===== config.mk =====
export PLATFORM = sky130hd
export DESIGN_NAME = fetch_unit
export DESIGN_NICKNAME = d
export VERILOG_FILES = /design/src/rtl/fetch_unit.sv
export SDC_FILE = /design/constraint.sdc
export NUM_CORES = 1
export LEC_CHECK = 0
export CORE_ASPECT_RATIO = 0.75
export CORE_UTILIZATION = 35
export DETAILED_ROUTE_END_ITERATION = 7
export HOLD_SLACK_MARGIN = 0.03
export PLACE_DENSITY = 0.65
export SYNTH_ARGS = -nofsm -noshare
export SYNTH_HDL_FRONTEND = slang
export SYNTH_SLANG_ARGS = --single-unit

===== constraint.sdc =====
create_clock -name clk -period 2.14 [get_ports clk]
set_input_delay 0.321 -clock clk [delete_from_list [all_inputs] [get_ports clk]]
set_output_delay 0.321 -clock clk [all_outputs]
set_load 0.01 [all_outputs]

===== src/rtl/fetch_unit.sv =====
`default_nettype none
// ============================================================================
// Module      : fetch_unit
// Description : Instruction-fetch stage that sits beside the control state
//               machine. It holds the program counter and a two-byte
//               instruction register, and drives the memory byte address.
//               Strobes arrive registered on the negative edge and are acted
//               on at the positive edge of clk.
//
// Ports       : clk, rst_n                 clock, async active-low reset
//               rd, load_ir, incr_pc,      control strobes from the state
//               load_pc, halt              machine
//               data_in [7:0]              memory byte (combinational from addr)
//               opcode  [2:0]              top three IR bits
//               ir_addr [ADDR_W-1:0]       IR operand field
//               pc_addr [ADDR_W-1:0]       current program counter
//               addr    [ADDR_W-1:0]       memory byte address
//               fetch                      high while an IR byte is being fetched
//               ir_valid                   one-cycle pulse after the low byte lands
//               halted                     sticky halt status
//               brk_addr, brk_hit          only with FETCH_BREAKPOINT_EN
//
// Options     : FETCH_BREAKPOINT_EN - adds a PC breakpoint that halts the
//               stage before the high byte at brk_addr is captured.
//
// Revision    : 1.0 - initial release
// ============================================================================
module fetch_unit #(
    parameter int                ADDR_W   = 13,
    parameter logic [ADDR_W-1:0] PC_RESET = '0
) (
    input  logic              clk,
    input  logic              rst_n,
    input  logic              rd,
    input  logic              load_ir,
    input  logic              incr_pc,
    input  logic              load_pc,
    input  logic              halt,
    input  logic [7:0]        data_in,
    output logic [2:0]        opcode,
    output logic [ADDR_W-1:0] ir_addr,
    output logic [ADDR_W-1:0] pc_addr,
    output logic [ADDR_W-1:0] addr,
    output logic              fetch,
    output logic              ir_valid,
    output logic              halted
`ifdef FETCH_BREAKPOINT_EN
    ,
    input  logic [ADDR_W-1:0] brk_addr,
    output logic              brk_hit
`endif
);

    localparam int                c_IR_W   = ADDR_W + 3;
    localparam logic [ADDR_W-1:0] c_PC_ONE = {{(ADDR_W-1){1'b0}}, 1'b1};

    logic [ADDR_W-1:0] r_pc;
    logic [c_IR_W-1:0] r_ir;
    logic              r_byte_sel;
    logic              r_ir_valid;
    logic              r_halted;

    logic              w_capture;
    logic              w_brk;
    logic [ADDR_W-1:0] w_fetch_addr;

    // byte_sel selects the low byte at pc+1; the add wraps naturally.
    assign w_fetch_addr = r_pc + {{(ADDR_W-1){1'b0}}, r_byte_sel};
    assign w_capture    = load_ir & rd & ~r_halted;

`ifdef FETCH_BREAKPOINT_EN
    logic r_brk_hit;

    // Breakpoint fires at the start of an instruction (high-byte fetch).
    assign w_brk = w_capture & ~r_byte_sel & (r_pc == brk_addr);

    always_ff @(posedge clk or negedge rst_n) begin
        if (!rst_n) begin
            r_brk_hit <= 1'b0;
        end else if (w_brk) begin
            r_brk_hit <= 1'b1;
        end
    end

    assign brk_hit = r_brk_hit;
`else
    assign w_brk = 1'b0;
`endif

    always_ff @(posedge clk or negedge rst_n) begin
        if (!rst_n) begin
            r_pc       <= PC_RESET;
            r_ir       <= '0;
            r_byte_sel <= 1'b0;
            r_ir_valid <= 1'b0;
            r_halted   <= 1'b0;
        end else begin
            r_ir_valid <= 1'b0;
            // Halt is sampled regardless of state; freezing uses the
            // pre-edge status so the halting cycle's strobes still apply.
            if (halt) begin
                r_halted <= 1'b1;
            end
            if (!r_halted) begin
                if (w_brk) begin
                    r_halted <= 1'b1;
                end else if (w_capture) begin
                    if (!r_byte_sel) begin
                        r_ir[c_IR_W-1 -: 8] <= data_in;
                        r_byte_sel          <= 1'b1;
                    end else begin
                        r_ir[7:0]  <= data_in;
                        r_byte_sel <= 1'b0;
                        r_ir_valid <= 1'b1;
                    end
                end else if (!load_ir) begin
                    // Any gap in load_ir realigns to the high byte.
                    r_byte_sel <= 1'b0;
                end

                // Jump target is the operand currently in the IR (pre-edge).
                if (load_pc) begin
                    r_pc <= r_ir[ADDR_W-1:0];
                end else if (incr_pc) begin
                    r_pc <= r_pc + c_PC_ONE;
                end
            end
        end
    end

    assign opcode   = r_ir[c_IR_W-1 -: 3];
    assign ir_addr  = r_ir[ADDR_W-1:0];
    assign pc_addr  = r_pc;
    assign fetch    = load_ir;
    assign addr     = load_ir ? w_fetch_addr : r_ir[ADDR_W-1:0];
    assign ir_valid = r_ir_valid;
    assign halted   = r_halted;

endmodule
`default_nettype wire


==> run metrics <==
status=completed; Overflow after GRT=0; Seq/Total Area, Yosys=40.9%; Setup-failing EPs final=0; Syn Area/Cell=9.60 µm²; Total Die Area=5900 µm²; top-count cell post-synth=dfrtp_1; VDD IR-drop max=349 µV; Pwr per Cell Area=555 nW/µm²; sequential fraction of design power=42.0%; RSZ-0062 raised after global routing=yes; largest family of logic cells by synthesized area=simple AND/OR/NAND/NOR gates; switching power=444 µW; FP Rows=23; fin crit share=96.6%; crit path time final=2.07 ns; Ys Warns=0; die span in x=88.4 µm; ant diodes=0; Startpoint Class=register; Final Hold Slack=0.450 ns; I/O pin total=60; P_leak=1.27 nW; RR Startpoint=pc_addr[1]; synth unique cells=37; largest net degree at the start of global routing=33; core area=5350 µm²; layout cell share with drive strength beyond 1=29.0%; DRC=0; flop and latch count out of synthesis=32; Slowest cell on crit path=dfrtp_1; vias in the first global route=1,716; clk_skew=0.00656 ns; clk sinks=32; initial antenna violation count=0; Main synth FF type=dfrtp_1; first-pass GRT wire length=8760 µm; setup TNS=0 ns; Worst-Skew Late Latency=0.28 ns; Post-synth ARST share=100%; Comb power frac=23.0%; area share of fa/ha/maj cells after synthesis=2.55%; worst path arrival time=1.75 ns; DR iter-0 viols=119; die height=66.8 µm; cell area after synthesis=1960 µm²; Max stage delay on crit path=0.37 ns; post-synthesis compound-gate area fraction=11.9%; Reg2Reg Depth=6; GRT Util Overall=20.1%; Net Sw Frac=27.2%; Worst-Margin Slew=0.439 ns; CTS Root Cell=clkbuf_8; CP max FO=3; Post-synth EDFFs=0; area leader, netlist=dfrtp_1; Fmax=484 MHz; HPWL Detailed=4040 µm; nets=304; Synth area leaders=dfrtp_1, mux2_2, a21oi_1; CP Cell Sequence=ha_2, ha_4, nand3_4, buf_6, nor3_4, xnor2_1, a21oi_1, buf_2; WL final=5610 µm; crit end category=output port; post-route ant nets=0; post-synthesis xor/xnor area fraction=4.92%; TritonCTS clock tree=built; Initial Utilization=36.6%; R2R setup slack=0.42 ns; Hold Path Class=primary input to async pin; CTS Buf Count=5; Simple-Gate Fraction of Synth Area=21.1%; Post-Syn Instances=204; mux cell area share after synthesis=13.5%; vias per cell=5.12; Yosys top cell area share=40.9%; via count=1,848; cell-internal power=1.19 mW; H-tree depth=2; critical path class=register to output port; port bufs=59; CTS Buffer Depth=2; Fin. Hold Viols=0; Clk pin slew, worst setup/hold paths=0.07 ns; clock share of power=35.1%; Max-cap violations=0; data required time of the critical path=1.82 ns; Area Overhead vs Synth=49.9%; post-synth net total=223; Slew Limit Fails=0; Hold-fix buffers, CTS=0; drt first pass iters=4; FILL cells=510; reg2reg end=pc_addr[12]; Wirelength per Cell=15.6 µm; Slew Limit Headroom=70.7%; Routability Congestion=0.852; beginning of the critical path=r_byte_sel; Synth top cells by count=dfrtp_1, nor2_1, mux2_2
cell usage in the layout, fill, tap and decap left out, types with 2 or more instances in the layout:
master,n
buf_6,4
mux2_2,19
dlygate4sd2_1,3
clkbuf_8,5
nor2_1,20
nand3_1,9
a21oi_1,18
clkdlybuf4s50_1,46
nand2b_1,2
nor2b_1,2
xnor2_1,10
inv_1,4
o21bai_1,2
ha_4,2
a311oi_1,2
clkbuf_2,3
buf_4,26
nor3_2,2
o21ai_0,11
dfrtp_1,32
nand2_1,9
nand4_1,5
mux2i_1,5
buf_2,7
nor3_1,8
nor3_4,2
nor4_1,2
a22oi_1,2
and3_1,2
layout make-up:
type	instances	area (µm²)	area share [%]
clock buffers	6	72.6	2.47
clock inverters	2	35.0	1.19
inverters	4	15.0	0.511
multi-input cells	152	1120	38.2
flip-flops and latches	32	801	27.3
well taps	75	93.8	3.20
repair buffers	90	797	27.1
timing repair:
item,in CTS,in global routing
gates resized for setup,33,22
buffers inserted,0,2
endpoints found under the setup margin,13,10
pin swaps,1,4
logic make-up (layout without fill, tap and decap cells):
logic type | Yosys count | in the layout
mux | 24 | 24
fa+ha+maj | 4 | 4
xor+xnor | 11 | 11
compound gates | 40 | 40
simple gates | 73 | 73
flops | 32 | 32
buf+inv | 20 | 102
layer usage:
| layer | routed length, µm | track usage (%) | vias up |
|---|---|---|---|
| met5 | 0 | 0 | - |
| met4 | 36 | 6.05 | 0 |
| met3 | 446 | 4.21 | 4 |
| met2 | 2450 | 28.6 | 75 |
| met1 | 2680 | 30.0 | 878 |
| li1 | - | - | 891 |
state kept, by name, indices dropped and copies added, names as in the netlist:
name and cells:
ir_valid 1, r_byte_sel 1, r_ir 16, halted 1, pc_addr 13
worst max-delay path by stage:
stage | end | slack [ns] | cells after the start
floorplan | addr[10] | 0.29 | 6
global placement | addr[10] | -0.08 | 8
detailed placement | addr[10] | -0.09 | 8
CTS | addr[10] | -0.08 | 8
global route | addr[10] | -0.08 | 8
finish | addr[10] | 0.07 | 8
power by group through the flow:
stage | Sequential, mW | Clock [mW] | Combinational (mW)
floorplan | 0.694 | 0 | 0.147
global placement | 0.689 | 0 | 0.372
detailed placement | 0.689 | 0 | 0.375
CTS | 0.678 | 0.589 | 0.361
global route | 0.688 | 0.616 | 0.405
finish | 0.684 | 0.572 | 0.374
metrics by stage:
stage	util [%]	worst slack [ns]	area (µm²)	power, mW	cells
global route	54.9	-0.0838	2940	1.71	361
finish	54.9	0.0731	2940	1.63	361
floorplan	-	0.286	1960	0.841	204
global placement	52.1	-0.0800	2790	1.06	351
CTS	53.7	-0.0793	2870	1.63	359
detailed placement	52.1	-0.0949	2790	1.06	351
worst max-delay path, delay by kind of cell (launching register included):
kind,cells,cell delay (ns)
flops,1,0.37
xor+xnor,1,0.13
compound gates,1,0.08
buf+inv,2,0.28
simple gates,2,0.26
fa+ha+maj,2,0.35
Note: power is estimated with default switching activity, not from simulation.
